### src/rtl/riscv_ctrl_pkg.sv
// Shared encodings and control bundle for the RV32I main-control decoder.
// Holds opcode constants, imm_src/result_src/alu_op encodings, the ctrl_t
// bundle and its all-zero bubble constant.
package riscv_ctrl_pkg;

  // Opcodes, instruction bits [6:0]
  localparam logic [6:0] OP_LOAD   = 7'b0000011;
  localparam logic [6:0] OP_STORE  = 7'b0100011;
  localparam logic [6:0] OP_RTYPE  = 7'b0110011;
  localparam logic [6:0] OP_BRANCH = 7'b1100011;
  localparam logic [6:0] OP_IALU   = 7'b0010011;
  localparam logic [6:0] OP_JAL    = 7'b1101111;
  localparam logic [6:0] OP_JALR   = 7'b1100111;
  localparam logic [6:0] OP_LUI    = 7'b0110111;
  localparam logic [6:0] OP_AUIPC  = 7'b0010111;

  // Immediate format
  localparam logic [2:0] IMM_I = 3'b000;
  localparam logic [2:0] IMM_S = 3'b001;
  localparam logic [2:0] IMM_B = 3'b010;
  localparam logic [2:0] IMM_J = 3'b011;
  localparam logic [2:0] IMM_U = 3'b100;

  // Write-back source
  localparam logic [1:0] RES_ALU = 2'b00;
  localparam logic [1:0] RES_MEM = 2'b01;
  localparam logic [1:0] RES_PC4 = 2'b10;
  localparam logic [1:0] RES_IMM = 2'b11;

  // ALU operation class
  localparam logic [1:0] ALU_ADD   = 2'b00;
  localparam logic [1:0] ALU_SUB   = 2'b01;
  localparam logic [1:0] ALU_FUNCT = 2'b10;

  typedef struct packed {
    logic       reg_write;
    logic       mem_write;
    logic       alu_src;
    logic       a_src_pc;
    logic [2:0] imm_src;
    logic [1:0] result_src;
    logic [1:0] alu_op;
    logic       branch;
    logic       jump;
  } ctrl_t;

  // A bubble has every control bit cleared, so it writes nothing anywhere.
  localparam ctrl_t CTRL_BUBBLE = '0;

endpackage

### src/rtl/ctrl_decode_comb.sv
// Purely combinational opcode decode into the ctrl_t bundle plus a legal flag.
// Latency: zero (combinational). No flow control; it decodes whatever op it sees.
// Ports: i_op opcode in; o_ctrl decoded bundle; o_legal opcode is recognised.
// FULL_ISA=0 restricts decode to load/store/R-type/branch; all else is illegal.
module ctrl_decode_comb
  import riscv_ctrl_pkg::*;
#(
  parameter int FULL_ISA = 1
) (
  input  logic [6:0] i_op,
  output ctrl_t      o_ctrl,
  output logic       o_legal
);

  localparam bit FULL = (FULL_ISA != 0);

  always_comb begin
    o_ctrl  = CTRL_BUBBLE;
    o_legal = 1'b0;
    case (i_op)
      OP_LOAD: begin
        o_legal           = 1'b1;
        o_ctrl.reg_write  = 1'b1;
        o_ctrl.alu_src    = 1'b1;
        o_ctrl.imm_src    = IMM_I;
        o_ctrl.result_src = RES_MEM;
        o_ctrl.alu_op     = ALU_ADD;
      end
      OP_STORE: begin
        o_legal          = 1'b1;
        o_ctrl.mem_write = 1'b1;
        o_ctrl.alu_src   = 1'b1;
        o_ctrl.imm_src   = IMM_S;
        o_ctrl.alu_op    = ALU_ADD;
      end
      OP_RTYPE: begin
        o_legal          = 1'b1;
        o_ctrl.reg_write = 1'b1;
        o_ctrl.alu_op    = ALU_FUNCT;
      end
      OP_BRANCH: begin
        o_legal        = 1'b1;
        o_ctrl.branch  = 1'b1;
        o_ctrl.imm_src = IMM_B;
        o_ctrl.alu_op  = ALU_SUB;
      end
      OP_IALU: if (FULL) begin
        o_legal          = 1'b1;
        o_ctrl.reg_write = 1'b1;
        o_ctrl.alu_src   = 1'b1;
        o_ctrl.imm_src   = IMM_I;
        o_ctrl.alu_op    = ALU_FUNCT;
      end
      OP_JAL: if (FULL) begin
        o_legal           = 1'b1;
        o_ctrl.reg_write  = 1'b1;
        o_ctrl.jump       = 1'b1;
        o_ctrl.imm_src    = IMM_J;
        o_ctrl.result_src = RES_PC4;
      end
      // JALR is distinguished from JAL downstream by jump=1 with alu_src=1.
      OP_JALR: if (FULL) begin
        o_legal           = 1'b1;
        o_ctrl.reg_write  = 1'b1;
        o_ctrl.jump       = 1'b1;
        o_ctrl.alu_src    = 1'b1;
        o_ctrl.imm_src    = IMM_I;
        o_ctrl.result_src = RES_PC4;
      end
      OP_LUI: if (FULL) begin
        o_legal           = 1'b1;
        o_ctrl.reg_write  = 1'b1;
        o_ctrl.imm_src    = IMM_U;
        o_ctrl.result_src = RES_IMM;
      end
      OP_AUIPC: if (FULL) begin
        o_legal          = 1'b1;
        o_ctrl.reg_write = 1'b1;
        o_ctrl.alu_src   = 1'b1;
        o_ctrl.a_src_pc  = 1'b1;
        o_ctrl.imm_src   = IMM_U;
      end
      default: begin
        o_ctrl  = CTRL_BUBBLE;
        o_legal = 1'b0;
      end
    endcase
  end

endmodule

### src/rtl/ctrl_decode_pipe.sv
// Registered main-control decoder driving the ID/EX control register.
// Latency: one cycle from op/in_valid to outputs; no combinational input->output path.
// Backpressure: stall holds every registered output; flush (wins over stall) loads a bubble.
// Ports: clk, rst (sync, active-high); in_valid/op from ID; stall/flush hazard controls;
//   out_valid plus the control bundle to EX; illegal/ill_count for undecoded opcodes.
// Optional feature: define ILLEGAL_TRAP_EN to make illegal and ill_count live;
//   otherwise both are tied to 0 and illegal opcodes are simply captured as bubbles.
module ctrl_decode_pipe
  import riscv_ctrl_pkg::*;
#(
  parameter int FULL_ISA  = 1,
  parameter int ILL_CNT_W = 8
) (
  input  logic                 clk,
  input  logic                 rst,
  input  logic                 in_valid,
  input  logic [6:0]           op,
  input  logic                 stall,
  input  logic                 flush,
  output logic                 out_valid,
  output logic                 reg_write,
  output logic                 mem_write,
  output logic                 alu_src,
  output logic                 a_src_pc,
  output logic [2:0]           imm_src,
  output logic [1:0]           result_src,
  output logic [1:0]           alu_op,
  output logic                 branch,
  output logic                 jump,
  output logic                 illegal,
  output logic [ILL_CNT_W-1:0] ill_count
);

  ctrl_t w_dec;
  logic  w_legal;
  logic  w_ill_cap;   // a real instruction with an undecoded opcode

  ctrl_t r_ctrl;
  logic  r_valid;

  ctrl_decode_comb #(
    .FULL_ISA (FULL_ISA)
  ) u_dec (
    .i_op    (op),
    .o_ctrl  (w_dec),
    .o_legal (w_legal)
  );

  assign w_ill_cap = in_valid & ~w_legal;

  always_ff @(posedge clk) begin
    if (rst) begin
      r_ctrl  <= CTRL_BUBBLE;
      r_valid <= 1'b0;
    end else if (flush) begin
      r_ctrl  <= CTRL_BUBBLE;
      r_valid <= 1'b0;
    end else if (!stall) begin
      if (in_valid && w_legal) begin
        r_ctrl  <= w_dec;
        r_valid <= 1'b1;
      end else begin
        r_ctrl  <= CTRL_BUBBLE;
        r_valid <= 1'b0;
      end
    end
  end

`ifdef ILLEGAL_TRAP_EN
  logic                 r_illegal;
  logic [ILL_CNT_W-1:0] r_ill_count;

  // Counter advances only on an actual capture, so an illegal op sitting
  // in ID across a stall is counted once.
  always_ff @(posedge clk) begin
    if (rst) begin
      r_illegal   <= 1'b0;
      r_ill_count <= '0;
    end else if (flush) begin
      r_illegal <= 1'b0;
    end else if (!stall) begin
      r_illegal <= w_ill_cap;
      if (w_ill_cap && (r_ill_count != {ILL_CNT_W{1'b1}})) begin
        r_ill_count <= r_ill_count + ILL_CNT_W'(1);
      end
    end
  end

  assign illegal   = r_illegal;
  assign ill_count = r_ill_count;
`else
  logic w_ill_unused;
  assign w_ill_unused = w_ill_cap;
  assign illegal      = 1'b0;
  assign ill_count    = '0;
`endif

  assign out_valid  = r_valid;
  assign reg_write  = r_ctrl.reg_write;
  assign mem_write  = r_ctrl.mem_write;
  assign alu_src    = r_ctrl.alu_src;
  assign a_src_pc   = r_ctrl.a_src_pc;
  assign imm_src    = r_ctrl.imm_src;
  assign result_src = r_ctrl.result_src;
  assign alu_op     = r_ctrl.alu_op;
  assign branch     = r_ctrl.branch;
  assign jump       = r_ctrl.jump;

endmodule

### config.mk
export PLATFORM = sky130hd
export DESIGN_NAME = ctrl_decode_pipe
export DESIGN_NICKNAME = d
export VERILOG_FILES = /design/src/rtl/riscv_ctrl_pkg.sv /design/src/rtl/ctrl_decode_comb.sv /design/src/rtl/ctrl_decode_pipe.sv
export SDC_FILE = /design/constraint.sdc
export NUM_CORES = 1
export LEC_CHECK = 0
export CAP_MARGIN = 20
export CORE_MARGIN = 4
export CORE_UTILIZATION = 42
export CTS_CLUSTER_DIAMETER = 100
export DETAILED_ROUTE_END_ITERATION = 12
export PLACE_DENSITY = 0.86
export SLEW_MARGIN = 20
export SYNTH_ARGS = -nofsm -noshare
export SYNTH_HDL_FRONTEND = slang
export SYNTH_SLANG_ARGS = --single-unit
### constraint.sdc
create_clock -name clk -period 3.02 [get_ports clk]
set_clock_uncertainty 0.05 [all_clocks]
set_input_delay 0.604 -clock clk [delete_from_list [all_inputs] [get_ports clk]]
set_output_delay 0.604 -clock clk [all_outputs]
set_load 0.01 [all_outputs]
==> flow_summary.yaml, run 1 <==
floorplanning:
  coreArea_um2: 1594
  start_util: 0.4655
  die_x_um: 50.03
  rows: 14
  die_y_um: 50.03
  io_pins: 35
  dieArea_um2: 2503
place:
  place_area_um2: 953.4
  place.gp.congestion: 0.8370
  dp_hpwl_um: 1315
  portBuffers: 25
synthesis:
  ys_warn_count: 0
  netlist_area_um2: 742.0
  synth_cell_types: 36
  ys_seq_area_frac: 0.3508
  syn_inst: 82
  synth-edff-count: 0
  async_flop_share: 0
  ys_ff_latch: 13
  synthFlopType: "dfxtp_1"
  syn-mean-instance-area_um2: 9.048
critical_path:
  critPathKind: "in2reg"
  end_kind: "flip-flop"
  crit_start: "op[2]"
  r2r_start: "alu_op[0]"
  path_max_fanout: 13
  cp_data_required_time_ns: 3.17
  crit_arrival_ns: 2.13
  worstSetupStartpointType: "input port"
cts:
  clkTransAtPathRegs_ns: 0.09
  ctsHoldBuffers: 0
  cts_made_buffers: 3
  insertion_delay_ns: 0.27
  cts_htree_levels: 1
  cts_tree: "built"
  cts_setup_buffers: 0
  clockBufferDepth: 2
  cts.sinks: 13
  cts_resized: 0
  cts_root_buffer: "clkbuf_4"
power:
  p_total_w: 0.0003320
  powerDensity_nw_per_um2: 338.4
  power.leakage_nw: 0.3515
  ir_drop_mv: 0.2065
detailed_routing:
  vias_per_cell: 5.077
  first_pass_iters: 4
  drtAntennaViolNets: 0
  first_iter_violations: 17
  drc_errors: 0
  via_count: 660
  wire_per_inst_um: 12.66
  wl_um: 1646
cells_and_area:
  final_cell_mix: "clkdlybuf4s50_1, dfxtp_1, conb_1, nand2_1, nor2_1"
  finalNetCount: 119
  drive_gt1_frac: 0.1415
  n_fill_cell: 128
  final_common_cell: "clkdlybuf4s50_1"
  n_antenna_cell: 0
  multiInputGateArea_um2: 412.9
  syn_to_final_growth_pct: 32.21
  finalCoreUtilization: 0.6154
  fin_area_um2: 980.9
  seq_area_um2: 260.3
run:
  drv_cap: 0
sta:
  timing.fmax_ghz: 0.5060
  setup_viol: 0
  worst_slew_pin_slew_ns: 0.5571
  finalCriticalPeriod_ns: 1.976
  fin_crit_sh: 0.6543
  final_max_slew_viol_count: 0
  rsz0062_at_grt: "no"
  timing.setup.tns_ns: 0
  relSlewSlack: 0.6269
  hold_violations: 0
status:
  status: "complete, no violations"
hold_path:
  hp-class: "reg2reg"
  hp-start: "out_valid"
global_routing:
  grtUsageTotal: 0.1347
  grt_pass1_wl_um: 2649
  grt_max_degree: 14
  grt_pass1_vias: 601
  grt-ovfl-total: 0
  antenna_found_initial: 0
[layer usage]
metal  up-vias  GRT usage  routed length (um)
met4         0    0.06452                  28
met5         -          0                   0
met2        33     0.2174                 819
met3         2    0.02711                 117
met1       295     0.1682                 680
li1        330          -                   -
[state kept, by name (all words and copies together), names as in the netlist]
name / count
imm_src: 3
alu_op: 2
result_src: 2
a_src_pc: 1
alu_src: 1
jump: 1
mem_write: 1
out_valid: 1
reg_write: 1
[area by class of cell]
| class | count | share of cell area |
|---|---|---|
| Tap cell | 24 | 0.03061 |
| Sequential cell | 13 | 0.2653 |
| Clock buffer | 3 | 0.02296 |
| Timing Repair Buffer | 25 | 0.2551 |
| Clock inverter | 1 | 0.005102 |
| Multi-Input combinational cell | 64 | 0.4209 |
[report_power, final]
part,internal (W),leakage [nW],switching (W),total [W]
Clock,0.0000490,0.0177,0.0000588,0.000108
Sequential,0.000172,0.105,0.000000150,0.000172
Combinational,0.0000238,0.229,0.0000288,0.0000525
[path summary, 6_finish.rpt]
| path | to | slack, ns | cells after the start |
|---|---|---|---|
| hold / removal | out_valid | 0.40 | 2 |
| setup reg to reg | alu_op[0] | 2.31 | 1 |
| hold reg to reg | out_valid | 0.40 | 2 |
| setup / recovery | jump | 1.04 | 4 |
[cells in the mapped netlist, drive strengths merged (2+ instances only)]
| cell type | instances | share of area |
|---|---|---|
| a21oi | 3 | 0.020 |
| a22o | 3 | 0.035 |
| a32o | 3 | 0.042 |
| buf | 13 | 0.13 |
| dfxtp | 13 | 0.35 |
| nand2 | 7 | 0.035 |
| nand2b | 2 | 0.017 |
| nand3 | 3 | 0.027 |
| nor2 | 6 | 0.030 |
| nor3 | 2 | 0.013 |
| nor3b | 2 | 0.042 |
| o21ai | 6 | 0.040 |
| or2 | 3 | 0.032 |
| or3 | 3 | 0.034 |
[worst max-delay path, cell delays in order]
cell and delay (ns):
clkdlybuf4s50_1 0.71, nand4b_1 0.28, or3_1 0.37, a21oi_1 0.16
[through the flow]
step | setup slack [ns] | hold slack, ns | cells
final | 1.044 | 0.4022 | 130
after global routing | 0.8988 | 0.4255 | 130
after CTS | 1.069 | 0.4082 | 130
after detailed placement | 0.7764 | 0.3956 | 126
after global placement | 0.8138 | 0.3917 | 126
after floorplan | 1.339 | 0.4204 | 90
[kinds of logic (layout without fill, tap and decap cells)]
logic type / Yosys count / count (layout) / share of synthesized area
other cells: 1 / 9 / 0.005054
xor+xnor: 1 / 1 / 0.01181
flops: 13 / 13 / 0.3508
buf+inv: 13 / 29 / 0.1332
simple gates: 34 / 34 / 0.2935
compound gates: 19 / 19 / 0.1905
mux: 1 / 1 / 0.01518
No activity file was read; power rests on OpenSTA's default activity.
==> run 2: changes to the inputs <==
CORE_ASPECT_RATIO = 1.4   (was default)
CORE_UTILIZATION = 39   (was 42)
PLACE_DENSITY = 0.81   (was 0.86)
clock period = 1.9 ns   (was 3.02 ns; I/O delays follow)
==> run 2 against run 1 <==
  * Cell area is 6.3% higher
  * Critical path depth shrank 3
  * Via count up 4.8%
  * First-iteration DRC count increased by 59%
  * Cell count rose by 3.8%
  * Combinational power increased by 84%
  * Setup slack got worse by 0.75 ns
  * Total power up 62%
  * Utilization is 3.0 points lower
  * Wire length rose by 2.9%
  * Register-to-register slack got worse by 1.1 ns
  * Clock power grew 57%
==> flow_summary.yaml, run 2 (synthesis results as in run 1) <==
status:
  status: "complete, no violations"
power:
  clockPowerShare: 0.315
  p_int_w: 0.0004024
  p_sw_frac: 0.2536
  powerDensity_nw_per_um2: 517.3
  ir_drop_mv: 0.4192
  power.leakage_nw: 0.3915
  pwr-share-seq: 0.506
  power.switching_w: 0.0001367
  power_frac_comb: 0.179
cts:
  clkTransAtPathRegs_ns: 0.08
  insertion_delay_ns: 0.27
  cts_resized: 0
  cts_tree: "built"
  cts_setup_buffers: 0
  cts.sinks: 13
  clockBufferDepth: 2
  cts_htree_levels: 1
  cts_root_buffer: "clkbuf_4"
  cts_made_buffers: 3
  ctsHoldBuffers: 0
cells_and_area:
  syn_to_final_growth_pct: 40.47
  final_common_cell: "clkdlybuf4s50_1"
  final_cell_mix: "clkdlybuf4s50_1, dfxtp_1, conb_1, buf_4, nand2_1"
  largest_reg_flops: 3
  n_antenna_cell: 0
  finalNetCount: 128
  drive_gt1_frac: 0.2000
  n_fill_cell: 163
  fin_area_um2: 1042
floorplanning:
  dieArea_um2: 2674
  die_y_um: 59.61
  start_util: 0.4170
  die_x_um: 44.87
  coreArea_um2: 1779
  io_pins: 35
  rows: 18
critical_path:
  path_max_fanout: 3
  critical-path-top-delay-family: "buffers and inverters"
  ff2ff_path_depth: 1
  worstReg2RegEnd: "alu_op[0]"
  cp_data_required_time_ns: 1.47
  crit_arrival_ns: 1.17
  critPathKind: "reg2out"
  worstSetupStartpointType: "flip-flop"
  r2r_start: "alu_op[0]"
  cpMaxStageDelayCell: "clkdlybuf4s50_1"
  path_cells: "clkdlybuf4s50_1"
  end_kind: "output pin"
  crit_buf_inv: 1
  cpPeakStageDelay_ns: 0.54
  r2r_slack_ns: 1.20
sta:
  timing.fmax_ghz: 0.6234
  hold_violations: 0
  timing.setup.tns_ns: 0
  fin_crit_sh: 0.8442
  finalCriticalPeriod_ns: 1.604
  rsz0062_at_grt: "no"
  final_max_slew_viol_count: 0
  setup_viol: 0
place:
  place.gp.congestion: 0.8233
  dp_hpwl_um: 1356
  portBuffers: 25
  place_area_um2: 1016
global_routing:
  grtUsageTotal: 0.1408
  antenna_found_initial: 0
  grt_pass1_wl_um: 2739
  grt_max_degree: 10
  grt_pass1_vias: 691
  grt-ovfl-total: 0
detailed_routing:
  first_pass_iters: 4
  wl_um: 1694
  first_iter_violations: 27
  vias_per_cell: 5.126
  drtAntennaViolNets: 0
  wire_per_inst_um: 12.55
  drc_errors: 0
  via_count: 692
run:
  drv_cap: 0
hold_path:
  hp-class: "reg2reg"
  hp-start: "result_src[0]"
  min_to: "result_src[0]"
  whs_path_depth: 2
[run 2: cell types whose count changed in the layout (fill, tap and decap cells not counted), sizes merged]
cell    previous run  this run
clkbuf             3         4
buf                0         9
clkinv             1         0
[run 2: final cells by class]
cell class	count	area, um^2	area share
tap	20	25.02	0.02401
clock buffer	4	26.28	0.02521
timing repair buffer	34	317.8	0.3049
sequential	13	260.3	0.2497
multi-input combinational	64	412.9	0.3962
[run 2: metrics by stage]
stage | utilization | std cells | power, W | hold WS (ns) | setup WS [ns]
2_1_floorplan | - | 90 | 0.0003401 | 0.4204 | 0.4427
3_5_place_dp | 0.5710 | 131 | 0.0003744 | 0.3915 | 0.03999
5_1_grt | 0.5858 | 135 | 0.0005640 | 0.4317 | 0.2366
6_report | 0.5858 | 135 | 0.0005392 | 0.3977 | 0.2960
3_3_place_gp | 0.5710 | 131 | 0.0003715 | 0.3858 | 0.08264
4_1_cts | 0.5858 | 135 | 0.0005435 | 0.4024 | 0.2822
[run 2: metal layers]
layer | part of all wire | GRT usage
met2 | 0.55 | 0.2546
met4 | 0.0089 | 0.07531
met1 | 0.36 | 0.1460
met3 | 0.079 | 0.03040
met5 | 0 | 0
[run 2: worst max path at each step]
stage | start | to | slack, ns | cells after the start
2_1_floorplan | stall | result_src[1] | 0.44 | 4
3_3_place_gp | op[6] | imm_src[2] | 0.08 | 4
3_5_place_dp | op[4] | a_src_pc | 0.04 | 4
4_1_cts | alu_op[0] | alu_op[0] | 0.28 | 1
5_1_grt | op[4] | a_src_pc | 0.24 | 4
6_report | alu_op[0] | branch | 0.30 | 1
[run 2: power groups by stage]
| stage | clock (W) | combinational (W) | sequential, W |
|---|---|---|---|
| finish | 0.000170 | 0.0000964 | 0.000273 |
| global route | 0.000187 | 0.000104 | 0.000273 |
| detailed placement | 0 | 0.0000951 | 0.000279 |
| floorplan | 0 | 0.0000605 | 0.000280 |
| global placement | 0 | 0.0000922 | 0.000279 |
| CTS | 0.000175 | 0.0000957 | 0.000273 |
==> run 3: changes to the inputs <==
CORE_UTILIZATION = 36   (was 39)
PLACE_DENSITY = 0.79   (was 0.81)
clock period = 1.4 ns   (was 1.9 ns; I/O delays follow)
==> run 3 against run 2 <==
  * Clock power rose by 41%
  * Cell count rose by 5.9%
  * Cell area rose by 5.6%
  * Global-route usage fell by 0.28 points
  * Sequential cell count did not move
  * Hold slack got worse by 0.015 ns
  * Via count rose by 2.0%
  * Critical path type is now in2reg
  * Largest power group unchanged
==> flow_summary.yaml, run 3 (synthesis results as in run 1) <==
power:
  clockPowerShare: 0.320
  p_int_w: 0.0005512
  power_frac_comb: 0.185
  ir_drop_mv: 0.5924
  p_sw_frac: 0.2631
  pwr-share-seq: 0.495
  powerDensity_nw_per_um2: 679.3
  power.switching_w: 0.0001968
  power.leakage_nw: 0.5532
  p_total_w: 0.0007480
hold_path:
  hp-class: "in2reg"
critical_path:
  crit_arrival_ns: 1.52
  path_cells: "clkdlybuf4s50_1, nor2b_1, nor3b_4, a32o_2"
  cpPeakStageDelay_ns: 0.54
  critPathKind: "in2reg"
  path_max_fanout: 5
  critical-path-top-delay-family: "buffers and inverters"
  worstSetupStartpointType: "input port"
  cp_data_required_time_ns: 1.58
  end_kind: "flip-flop"
  cpMaxStageDelayCell: "clkdlybuf4s50_1"
  crit_buf_inv: 1
cts:
  cts_htree_levels: 1
  insertion_delay_ns: 0.28
  clockBufferDepth: 2
  cts_root_buffer: "clkbuf_4"
  cts_made_buffers: 3
  cts.sinks: 13
  cts_tree: "built"
  clkTransAtPathRegs_ns: 0.08
global_routing:
  grt_pass1_vias: 678
  grt_pass1_wl_um: 2849
  grtUsageTotal: 0.1380
  grt_max_degree: 12
  antenna_found_initial: 0
  grt-ovfl-total: 0
detailed_routing:
  drtAntennaViolNets: 0
  vias_per_cell: 4.937
  via_count: 706
  first_pass_iters: 3
  drc_errors: 0
  wl_um: 1773
  first_iter_violations: 11
  wire_per_inst_um: 12.40
sta:
  finalCriticalPeriod_ns: 1.341
  final_max_slew_viol_count: 0
  hold_violations: 0
  timing.fmax_ghz: 0.7458
  holdWs_ns: 0.3828
  fin_crit_sh: 0.9577
  rsz0062_at_grt: "no"
  setup_viol: 0
floorplanning:
  die_y_um: 61.72
  coreArea_um2: 1973
  rows: 19
  io_pins: 35
  dieArea_um2: 2862
  die_x_um: 46.37
  start_util: 0.3760
cells_and_area:
  n_fill_cell: 197
  finalNetCount: 135
  drive_gt1_frac: 0.2623
  seq_area_um2: 260.3
  layoutNonFillerInstCount: 143
  multiInputGateArea_um2: 424.2
  final_common_cell: "dlygate4sd2_1"
  final_cell_mix: "dlygate4sd2_1, buf_4, dfxtp_1, conb_1, nand2_1"
  finalCoreUtilization: 0.5580
  largest_reg_flops: 3
  syn_to_final_growth_pct: 48.40
  n_antenna_cell: 0
place:
  portBuffers: 25
  dp_hpwl_um: 1420
  dpl.cell_count: 136
  place.gp.congestion: 0.8464
run:
  drv_cap: 0
status:
  status: "complete, no violations"
run 3: tightest hold or removal path, cell delays in order:
cell and delay (ns):
dlymetal6s2s_1 0.11, buf_4 0.16, nand3_1 0.08, o221ai_2 0.06
run 3: final timing paths:
path	from	endpoint	slack (ns)	cells after the start
worst max-delay path	op[5]	alu_op[0]	0.06	4
worst min-delay path	stall	result_src[1]	0.38	4
worst max register to register	alu_op[0]	alu_op[0]	0.70	1
worst min register to register	result_src[0]	result_src[0]	0.40	2
run 3: what timing repair did:
action                                  in CTS  in global routing
pin swaps                                    7                  6
gates resized for setup                     19                  7
setup buffers                                3                  0
endpoints found under the setup margin      19                  6
hold buffers                                 0                  0
run 3: final cells by class:
type / count / share of cell area
Clock buffer: 4 / 0.02386
Multi-Input combinational cell: 64 / 0.3852
Tap cell: 21 / 0.02386
Sequential cell: 13 / 0.2364
Timing Repair Buffer: 41 / 0.3307
run 3: metal layers:
metal / global-route usage / part of all wire / vias to the layer above
li1: - / - / 356
met1: 0.1623 / 0.39 / 321
met2: 0.2362 / 0.53 / 25
met3: 0.02882 / 0.068 / 4
met4: 0.06098 / 0.019 / 0
met5: 0 / 0 / -
run 3: power by group through the flow:
stage / logic (W) / registers, W / clock network, W
after global routing: 0.000151 / 0.000371 / 0.000267
after global placement: 0.000135 / 0.000379 / 0
after floorplan: 0.0000822 / 0.000379 / 0
after CTS: 0.000140 / 0.000370 / 0.000246
final: 0.000139 / 0.000370 / 0.000239
after detailed placement: 0.000137 / 0.000379 / 0
run 3: per-stage QoR:
step,setup TNS [ns],worst slack [ns],cell area (um^2)
after floorplan,0,0.04266,772.0
after CTS,0,0.0009091,1082
final,0,0.05918,1101
after global routing,0,0.005560,1101
after global placement,-3.435,-0.3323,1047
after detailed placement,-3.698,-0.3470,1047
